`config.mk`:
```
export PLATFORM = sky130hd
export DESIGN_NAME = seg7_scan_decoder
export DESIGN_NICKNAME = d
export VERILOG_FILES = /design/src/rtl/seg7_scan_decoder_pkg.sv /design/src/rtl/seg7_scan_decoder_glyph_lookup.sv /design/src/rtl/seg7_scan_decoder.sv
export SDC_FILE = /design/constraint.sdc
export NUM_CORES = 1
export LEC_CHECK = 0
export CAP_MARGIN = 20
export CORE_MARGIN = 2
export CORE_UTILIZATION = 59
export CTS_CLUSTER_SIZE = 20
export DETAILED_ROUTE_END_ITERATION = 8
export PLACE_DENSITY = 0.87
export RECOVER_POWER = 50
export SETUP_SLACK_MARGIN = 0.4
export SYNTH_ARGS = -nofsm -noshare
export SYNTH_HDL_FRONTEND = slang
export SYNTH_HIERARCHICAL = 1
export SYNTH_SLANG_ARGS = --single-unit
```
`constraint.sdc`:
```
create_clock -name clk -period 5.83 [get_ports clk]
set_input_delay 0.583 -clock clk [delete_from_list [all_inputs] [get_ports clk]]
set_output_delay 0.583 -clock clk [all_outputs]
set_load 0.01 [all_outputs]
```
`src/rtl/seg7_scan_decoder_pkg.sv`:
```
// Shared glyph table and per-digit state type for the 7-segment scan decoder.
// Glyph constants are lit-segment patterns (g..a, 1 = lit).
package seg7_scan_decoder_pkg;

  localparam logic [6:0] SEG_BLANK = 7'h7F;  // raw active-low bus with every segment dark

  localparam logic [6:0] GLYPH_0 = 7'h3F;
  localparam logic [6:0] GLYPH_1 = 7'h06;
  localparam logic [6:0] GLYPH_2 = 7'h5B;
  localparam logic [6:0] GLYPH_3 = 7'h4F;
  localparam logic [6:0] GLYPH_4 = 7'h66;
  localparam logic [6:0] GLYPH_5 = 7'h6D;
  localparam logic [6:0] GLYPH_6 = 7'h7D;
  localparam logic [6:0] GLYPH_7 = 7'h07;
  localparam logic [6:0] GLYPH_8 = 7'h7F;
  localparam logic [6:0] GLYPH_9 = 7'h6F;
  localparam logic [6:0] GLYPH_A = 7'h77;
  localparam logic [6:0] GLYPH_B = 7'h7C;
  localparam logic [6:0] GLYPH_C = 7'h39;
  localparam logic [6:0] GLYPH_D = 7'h5E;
  localparam logic [6:0] GLYPH_E = 7'h79;
  localparam logic [6:0] GLYPH_F = 7'h71;

  localparam logic [15:0][6:0] GLYPH_LIT = {
    GLYPH_F, GLYPH_E, GLYPH_D, GLYPH_C, GLYPH_B, GLYPH_A, GLYPH_9, GLYPH_8,
    GLYPH_7, GLYPH_6, GLYPH_5, GLYPH_4, GLYPH_3, GLYPH_2, GLYPH_1, GLYPH_0
  };

  function automatic logic [6:0] seg_encode(input logic [3:0] nib);
    return GLYPH_LIT[nib];
  endfunction

  typedef struct packed {
    logic [3:0] nibble;
    logic       dot;
    logic       blank;
    logic       invalid;
  } digit_state_t;

  localparam digit_state_t DIGIT_RESET = '{nibble: 4'h0, dot: 1'b0, blank: 1'b1, invalid: 1'b0};

endpackage

```
`src/rtl/seg7_scan_decoder_glyph_lookup.sv`:
```
// Combinational reverse lookup: raw active-low segment pattern -> hex nibble.
// Blank and non-glyph patterns are flagged; nibble is 0 when no glyph matches.
module seg7_glyph_lookup
  import seg7_scan_decoder_pkg::*;
(
  input  logic [6:0] i_pattern,
  output logic [3:0] o_nibble,
  output logic       o_is_glyph,
  output logic       o_is_blank
);

  logic [6:0] w_lit;

  assign w_lit      = ~i_pattern;
  assign o_is_blank = (i_pattern == SEG_BLANK);

  always_comb begin
    o_nibble   = 4'h0;
    o_is_glyph = 1'b0;
    for (int n = 0; n < 16; n++) begin
      if (w_lit == seg_encode(4'(n))) begin
        o_nibble   = 4'(n);
        o_is_glyph = 1'b1;
      end
    end
  end

endmodule

```
`src/rtl/seg7_scan_decoder.sv`:
```
// Receive side of a scanned 7-segment display: synchronise, debounce each scan
// slot, decode the stable glyph and hold one decoded result per digit.
module seg7_scan_decoder
  import seg7_scan_decoder_pkg::*;
#(
  parameter int DIGITS        = 4,
  parameter int IDX_W         = 2,
  parameter int STABLE_CYCLES = 8,
  parameter int CNT_W         = 4
) (
  input  logic                  clk,
  input  logic                  reset_n,
  input  logic [7:0]            segments,
  input  logic [DIGITS-1:0]     anodes,
  output logic [4*DIGITS-1:0]   digits,
  output logic [DIGITS-1:0]     dots,
  output logic [DIGITS-1:0]     blank,
  output logic [DIGITS-1:0]     invalid,
  output logic                  update,
  output logic [IDX_W-1:0]      update_index
);

  localparam int SW = DIGITS + 8;

  logic [SW-1:0]        r_sync1, r_sync2, r_prev;
  logic [CNT_W-1:0]     r_cnt;
  digit_state_t         r_state [DIGITS];
  logic                 r_update;
  logic [IDX_W-1:0]     r_update_idx;

  logic [DIGITS-1:0]    w_sel;
  logic                 w_onehot;
  logic [IDX_W-1:0]     w_idx;
  logic                 w_commit;
  logic [7:0]           w_seg_s;
  logic [3:0]           w_nibble;
  logic                 w_is_glyph, w_is_blank;
  digit_state_t         w_cur, w_next;

  always_ff @(posedge clk or negedge reset_n) begin
    if (!reset_n) begin
      r_sync1 <= '0;
      r_sync2 <= '0;
      r_prev  <= '0;
      r_cnt   <= '0;
    end else begin
      r_sync1 <= {anodes, segments};
      r_sync2 <= r_sync1;
      r_prev  <= r_sync2;
      if (r_sync2 != r_prev)
        r_cnt <= '0;
      else if (r_cnt != CNT_W'(STABLE_CYCLES))
        r_cnt <= r_cnt + CNT_W'(1);
    end
  end

  assign w_seg_s  = r_sync2[7:0];
  assign w_sel    = ~r_sync2[SW-1:8];
  assign w_onehot = (w_sel != '0) && ((w_sel & (w_sel - DIGITS'(1))) == '0);

  always_comb begin
    w_idx = '0;
    for (int i = 0; i < DIGITS; i++)
      if (w_sel[i]) w_idx = IDX_W'(i);
  end

  // Fires once per held pattern, on the step into saturation; ghosts are dropped.
  assign w_commit = (r_sync2 == r_prev) && (r_cnt == CNT_W'(STABLE_CYCLES - 1)) && w_onehot;

  seg7_glyph_lookup u_lookup (
    .i_pattern  (w_seg_s[6:0]),
    .o_nibble   (w_nibble),
    .o_is_glyph (w_is_glyph),
    .o_is_blank (w_is_blank)
  );

  assign w_cur = r_state[w_idx];

  always_comb begin
    w_next         = w_cur;
    w_next.dot     = ~w_seg_s[7];
    w_next.blank   = w_is_blank;
    w_next.invalid = ~w_is_glyph & ~w_is_blank;
    if (w_is_glyph) w_next.nibble = w_nibble;
  end

  always_ff @(posedge clk or negedge reset_n) begin
    if (!reset_n) begin
      for (int i = 0; i < DIGITS; i++) r_state[i] <= DIGIT_RESET;
      r_update     <= 1'b0;
      r_update_idx <= '0;
    end else begin
      r_update <= w_commit && (w_next != w_cur);
      if (w_commit) begin
        r_state[w_idx] <= w_next;
        r_update_idx   <= w_idx;
      end
    end
  end

  always_comb begin
    digits  = '0;
    dots    = '0;
    blank   = '0;
    invalid = '0;
    for (int i = 0; i < DIGITS; i++) begin
      digits[4*i +: 4] = r_state[i].nibble;
      dots[i]          = r_state[i].dot;
      blank[i]         = r_state[i].blank;
      invalid[i]       = r_state[i].invalid;
    end
  end

  assign update       = r_update;
  assign update_index = r_update_idx;

endmodule

```
==> results.sh, run 1 <==
export IMPL_grtUsageTotal_pct=23.77
export IMPL_slowest_delay_ps=2490
export IMPL_yosys_warnings=6
export IMPL_globalplace_congestion=0.9230
export IMPL_die_width_um=79.63
export IMPL_leakage_nw=1.667
export IMPL_cts_resized=0
export IMPL_rsz0062_at_grt="false"
export IMPL_ys_seq_area_share_pct=52.80
export IMPL_violations_in_the_final_reports="capacitance limit, slew limit"
export IMPL_synthMostInstantiatedCell="sky130_fd_sc_hd__dfrtp_1"
export IMPL_placement_io_buffers=44
export IMPL_r2r_setup_slack_ps=2830
export IMPL_dieHeight_um=79.63
export IMPL_worst_clock_skew_ps=7.953
export IMPL_grt_pass1_vias=2302
export IMPL_grt_start_max_net_pins=72
export IMPL_synth_top_cells_by_area="sky130_fd_sc_hd__dfrtp_1 (50%), sky130_fd_sc_hd__mux2_2 (6.3%), sky130_fd_sc_hd__xnor2_1 (6.2%)"
export IMPL_muxShareOfSynthArea_pct=12.57
export IMPL_synth_top_cell_area_share_pct=49.68
export IMPL_synth_compound_gate_area_share_pct=9.863
export IMPL_overflow=0
export IMPL_core_outline_area_mm2=0.005507
export IMPL_dr_wl_met3_um=200
export IMPL_mappedNetlistNets=294
export IMPL_fp_row_count=27
export IMPL_max_clock_freq_mhz=283.7
export IMPL_worst_setup_path_end_kind="asynchronous set/reset pin"
export IMPL_clock_sink_count=71
export IMPL_final_design_area_no_fill_mm2=0.004009
export IMPL_cts_buffer_depth=2
export IMPL_finalSetupViolations=0
export IMPL_run_status="complete, but fails checks"
export IMPL_post_synthesis_async_set_or_reset_flop_share_pct=100.0
export IMPL_drcViolationCount=0
export IMPL_final_setup_tns_ps=0
export IMPL_cts_clk_slew_worst_paths_ps=60
export IMPL_cts_max_level=3
export IMPL_fin_crit_sh_pct=60.45
export IMPL_synth_ff_latch_count=71
export IMPL_worst_pin_slew_ps=3533
export IMPL_power_density_cell_area_mw_per_mm2=243.2
export IMPL_detailed_router_s_first_iteration_violation_count=85
export IMPL_vias=2293
export IMPL_worstHoldPathCells=0
export IMPL_maxSlewHeadroom_pct=-135.5
export IMPL_design_die_area_mm2=0.006340
export IMPL_cell_chain_of_the_critical_path="buf_2 -> clkbuf_1"
export IMPL_synth_avg_cell_area_um2=12.14
export IMPL_syn_cell_area_mm2=0.003374
export IMPL_criticalPathCategory="in2async"
export IMPL_postPlaceCellArea_mm2=0.003816
export IMPL_drt_pass1_iter_count=4
export IMPL_post_synthesis_cells=278
export IMPL_main_combinational_cell_family_by_area_after_synthesis="multiplexers"
export IMPL_final_instance_count_excl_fillers=395
export IMPL_maxUsedRoutingLayer="met4"
export IMPL_critPathSlowestCell="sky130_fd_sc_hd__clkbuf_1"
export IMPL_synth_main_ff_cell="sky130_fd_sc_hd__dfrtp_1"
export IMPL_final_max_slew_viol_count=72
export IMPL_timing_max_cap_violations=1
export IMPL_cts_tree="yes"
export IMPL_place_hpwl_um=4533
export IMPL_buffer_and_inverter_count_on_the_worst_path=2
export IMPL_period_minus_slack_ps=3524
export IMPL_r2r_start="r_sync2[1]"
export IMPL_min_delay_start="r_sync1[11]"
export IMPL_grt_pass1_wl_um=11180
export IMPL_wire_per_inst_um=16.91
export IMPL_min_to="r_sync2[11]"
export IMPL_initial_core_util_pct=61.28
export IMPL_yosys_top_cells_count="sky130_fd_sc_hd__dfrtp_1 (67), sky130_fd_sc_hd__xnor2_1 (24), sky130_fd_sc_hd__mux2_2 (19)"
export IMPL_synth_xor_area_share_pct=7.712
export IMPL_final_net_count=334
export IMPL_cp_data_required_time_ps=5470
export IMPL_cts_buffers=9
export IMPL_cts_hold_fix_buffers=0
export IMPL_worst_path_max_fanout=71
export IMPL_root_driver="sky130_fd_sc_hd__clkbuf_8"
export IMPL_diodes=0
export IMPL_timing_critical_path_from_type="input pin"
export IMPL_yosysTopAreaCell="sky130_fd_sc_hd__dfrtp_1"
export IMPL_post_route_cells_drive_above_1_share_pct=16.72
export IMPL_number_of_antenna_violations_at_the_first_check_in_global_routing=0
export IMPL_ir_drop_v=0.0002225
export IMPL_synth_cell_type_count=53
export IMPL_postCtsSetupBuffers=0
export IMPL_clock_insertion_delay_worst_skew_ps=340
export IMPL_holdCritPathClass="reg2reg"
export IMPL_met2WireLength_um=3320
export IMPL_yosys_area_share_adder_pct=0.7416
export IMPL_r2r_cells=7
export IMPL_area_delta_synth_final_pct=18.80
export IMPL_crit_family="buffers and inverters"
export IMPL_detail_route_wirelength_um=6681
export IMPL_placed_instance_count=379
export IMPL_ant_nets=0
export IMPL_detail_route_wirelength_met1_um=3020
export IMPL_rr_endpoint="update"
export IMPL_finalHoldViolCount=0
export IMPL_vias_per_cell=5.805
export IMPL_synthSimpleGateAreaFrac_pct=12.05
export IMPL_arrival_time_worst_endpoint_ps=3160
export IMPL_boundary_pin_count=45
export IMPL_synth_edff_count=0
## flip-flops by register name, summed over array words and instances (netlist names)
signal and flops:
r_prev 12, blank 4, update 1, r_sync1 12, update_index 2, dots 4
r_cnt 4, digits 16, invalid 4, r_sync2 12
## cells in the final DEF, fill, tap and decap left out, types with 3 or more instances in the layout
| cell type | count |
|---|---|
| sky130_fd_sc_hd__a21oi_1 | 13 |
| sky130_fd_sc_hd__dlygate4sd3_1 | 12 |
| sky130_fd_sc_hd__nor3b_1 | 3 |
| sky130_fd_sc_hd__xnor2_1 | 24 |
| sky130_fd_sc_hd__nand4_1 | 6 |
| sky130_fd_sc_hd__mux2_4 | 6 |
| sky130_fd_sc_hd__nand3b_1 | 4 |
| sky130_fd_sc_hd__nand2b_1 | 3 |
| sky130_fd_sc_hd__inv_1 | 14 |
| sky130_fd_sc_hd__dfrtp_1 | 67 |
| sky130_fd_sc_hd__dfstp_2 | 4 |
| sky130_fd_sc_hd__mux2i_1 | 12 |
| sky130_fd_sc_hd__nor2_1 | 9 |
| sky130_fd_sc_hd__a211oi_1 | 11 |
| sky130_fd_sc_hd__nand3_1 | 5 |
| sky130_fd_sc_hd__nand2_1 | 10 |
| sky130_fd_sc_hd__mux2_2 | 19 |
| sky130_fd_sc_hd__nor3_1 | 5 |
| sky130_fd_sc_hd__clkbuf_8 | 11 |
| sky130_fd_sc_hd__clkdlybuf4s50_1 | 31 |
| sky130_fd_sc_hd__clkbuf_1 | 5 |
| sky130_fd_sc_hd__o21ai_0 | 4 |
## cell families after synthesis
group / after synthesis
muxes: 37
xor gates and xnor gates: 28
adders and majority gates: 2
AOI/OAI and AO/OA: 46
buffers and inverters: 30
DFF: 71
and+or+nand+nor: 64
## layout make-up
cell class	instances	area, um^2
sequential	71	1782
fill	379	1498
multi-input combinational	177	1449
timing repair buffer	45	439.2
clock buffer	15	166.4
tap	72	90.09
inverter	14	52.55
clock inverter	1	30.03
## report_power, final
part | switching [W] | internal (W)
combinational | 0.0000338 | 0.0000277
sequential | 0.0000215 | 0.000505
clock | 0.000165 | 0.000222
total | 0.000220 | 0.000755
## routing by layer
metal  vias to the layer above  GRT usage (%)
met4                         0          13.28
met3                        12          3.733
met2                        50          36.55
li1                       1071              -
met1                      1160          32.34
met5                         -              0
## metrics by stage
step / total power, W / setup slack, ps / utilization [%] / hold WS, ps
5_1_grt: 0.001020 / 1381 / 72.80 / 357.2
4_1_cts: 0.0009843 / 2850 / 72.87 / 348.8
2_1_floorplan: 0.0005730 / 3377 / - / 287.4
3_5_place_dp: 0.0005988 / 2900 / 69.30 / 334.7
3_3_place_gp: 0.0005963 / 2900 / 69.30 / 332.8
6_report: 0.0009751 / 2306 / 72.80 / 347.2
## worst max-delay path by stage
| stage | startpoint | to | cells past startpoint |
|---|---|---|---|
| floorplan | r_sync2[1] | update | 8 |
| global placement | r_sync2[1] | update | 7 |
| detailed placement | r_sync2[1] | update | 7 |
| CTS | r_sync2[3] | update | 8 |
| global route | reset_n | digits[4] | 2 |
| finish | reset_n | digits[4] | 2 |
Note: power is estimated with default switching activity, not from simulation.
==> run 2, diff against run 1 <==
- CORE_UTILIZATION: 59 -> 55
- PLACE_DENSITY: 0.87 -> 0.82
- clock period: 5.83 -> 3.4 ns (I/O delays scaled with it)
==> run 2 against run 1 <==
Against the previous run:
- the run still ends with capacitance limit, slew limit left
- non-clock buffer count is 7 higher
- first-iteration DRC count is 82% higher
- sequential cell count stayed put
- via count is 0.70% higher
==> results.sh, run 2 (synthesis results as in run 1) <==
export IMPL_run_status="complete, but fails checks"
export IMPL_violations_in_the_final_reports="capacitance limit, slew limit"
export IMPL_worst_pin_slew_ps=2025
export IMPL_max_clock_freq_mhz=344.0
export IMPL_criticalPathCategory="reg2reg"
export IMPL_final_design_area_no_fill_mm2=0.004035
export IMPL_vias=2309
export IMPL_cts_max_level=3
export IMPL_drt_pass1_iter_count=5
export IMPL_core_outline_area_mm2=0.005921
export IMPL_root_driver="sky130_fd_sc_hd__clkbuf_8"
export IMPL_detail_route_wirelength_um=6464
export IMPL_worst_path_max_fanout=21
export IMPL_cts_tree="yes"
export IMPL_maxSlewHeadroom_pct=-35.00
export IMPL_ant_nets=0
export IMPL_power_density_cell_area_mw_per_mm2=397.9
export IMPL_design_die_area_mm2=0.006778
export IMPL_final_net_count=341
export IMPL_multi_input_area_mm2=0.001449
export IMPL_drcViolationCount=0
export IMPL_fin_crit_sh_pct=85.50
export IMPL_vias_per_cell=5.701
export IMPL_final_fill_count=436
export IMPL_detailed_router_s_first_iteration_violation_count=155
export IMPL_fp_row_count=28
export IMPL_report_power_total_w=0.001606
export IMPL_ir_drop_v=0.0003116
export IMPL_number_of_antenna_violations_at_the_first_check_in_global_routing=0
export IMPL_finalHoldViolCount=0
export IMPL_layout_area_seq_mm2=0.001782
export IMPL_cts_buffers=9
export IMPL_number_of_flip_flops_under_the_largest_register_name=16
export IMPL_final_max_slew_viol_count=42
export IMPL_cts_hold_fix_buffers=0
export IMPL_leakage_nw=1.680
export IMPL_clock_sink_count=71
export IMPL_placement_io_buffers=44
export IMPL_final_common_cell="sky130_fd_sc_hd__dfrtp_1"
export IMPL_place_hpwl_um=4439
export IMPL_dieHeight_um=82.33
export IMPL_cts_buffer_depth=2
export IMPL_initial_core_util_pct=56.99
export IMPL_post_route_cells_drive_above_1_share_pct=18.48
export IMPL_postPlaceCellArea_mm2=0.003857
export IMPL_rsz0062_at_grt="false"
export IMPL_grt_pass1_wl_um=10910
export IMPL_final_setup_tns_ps=0
export IMPL_boundary_pin_count=45
export IMPL_holdCritPathClass="reg2reg"
export IMPL_cts_clk_slew_worst_paths_ps=70
export IMPL_die_width_um=82.33
export IMPL_wire_per_inst_um=15.96
export IMPL_cp_data_required_time_ps=3630
export IMPL_grt_pass1_vias=2229
export IMPL_finalSetupViolations=0
export IMPL_grtUsageTotal_pct=22.06
export IMPL_area_delta_synth_final_pct=19.58
export IMPL_arrival_time_worst_endpoint_ps=3140
export IMPL_worst_setup_path_end_kind="flip-flop"
export IMPL_grt_start_max_net_pins=42
export IMPL_worst_clock_skew_ps=6.521
export IMPL_globalplace_congestion=0.9451
export IMPL_most_common_layout_cells="sky130_fd_sc_hd__dfrtp_1 (67), sky130_fd_sc_hd__clkdlybuf4s50_1 (31), sky130_fd_sc_hd__xnor2_1 (24)"
export IMPL_timing_max_cap_violations=1
export IMPL_clock_insertion_delay_worst_skew_ps=350
export IMPL_diodes=0
export IMPL_timing_critical_path_from_type="flip-flop"
export IMPL_period_minus_slack_ps=2907
export IMPL_overflow=0
## run 2: cell count changes in the layout (fill, tap and decap cells not counted)
cell                         previous run  this run
sky130_fd_sc_hd__buf_4                  0         5
sky130_fd_sc_hd__clkinv_2               0         2
sky130_fd_sc_hd__clkinvlp_4             0         2
sky130_fd_sc_hd__buf_2                  1         0
sky130_fd_sc_hd__bufinv_16              1         0
sky130_fd_sc_hd__clkbuf_8              11        10
sky130_fd_sc_hd__clkinv_4               0         1
## run 2: per-layer routing
| metal | routed length [um] | track usage, % | vias to the layer above |
|---|---|---|---|
| li1 | - | - | 1087 |
| met1 | 2923 | 30.43 | 1133 |
| met2 | 3068 | 31.85 | 80 |
| met3 | 355 | 7.283 | 9 |
| met4 | 116 | 9.667 | 0 |
| met5 | 0 | 0 | - |
## run 2: path summary, 6_finish.rpt
kind | startpoint | endpoint | slack (ps) | depth (start not counted)
max reg2reg | r_sync2[10] | digits[1] | 490 | 7
min | r_sync1[5] | r_sync2[5] | 350 | 0
max | r_sync2[10] | digits[1] | 490 | 7
max in group asynchronous | reset_n | digits[14] | 1360 | 2
min in group asynchronous | reset_n | r_sync1[5] | 560 | 1
min reg2reg | r_sync1[5] | r_sync2[5] | 350 | 0
## run 2: worst max-delay path: stages, from the launching register on
cell	delay [ps]
sky130_fd_sc_hd__dfrtp_1	370
sky130_fd_sc_hd__clkbuf_1	720
sky130_fd_sc_hd__a21oi_1	190
sky130_fd_sc_hd__a211oi_1	260
sky130_fd_sc_hd__o21bai_2	190
sky130_fd_sc_hd__nand3_4	130
sky130_fd_sc_hd__or3_1	560
sky130_fd_sc_hd__mux2_4	380
## run 2: power by group
part / switching, W / leakage [nW] / total (W) / internal [W]
Sequential: 0.0000316 / 0.894 / 0.000897 / 0.000866
Clock: 0.000310 / 0.0853 / 0.000593 / 0.000283
Combinational: 0.0000644 / 0.701 / 0.000115 / 0.0000508
## run 2: through the flow
| stage | worst slack (ps) | hold slack (ps) | utilization (%) | std cells |
|---|---|---|---|---|
| 2_1_floorplan | 946.6 | 44.41 | - | 278 |
| 3_3_place_gp | 717.9 | 332.7 | 65.15 | 387 |
| 3_5_place_dp | 614.7 | 334.7 | 65.15 | 387 |
| 4_1_cts | 594.2 | 116.2 | 68.11 | 403 |
| 5_1_grt | 251.9 | 361.7 | 68.15 | 405 |
| 6_report | 493.1 | 349.6 | 68.15 | 405 |
## run 2: what timing repair did
action / in CTS / in global routing
resized for setup: 0 / 1
endpoints found under the setup margin: 0 / 9
buffers inserted: 0 / 2
## run 2: cell type report
type / count / share of cell area, %
Sequential cell: 71 / 44.16
Multi-Input combinational cell: 177 / 35.91
Timing Repair Buffer: 52 / 11.97
Clock buffer: 11 / 3.504
Tap cell: 75 / 2.326
Inverter: 14 / 1.302
Clock inverter: 5 / 0.8372
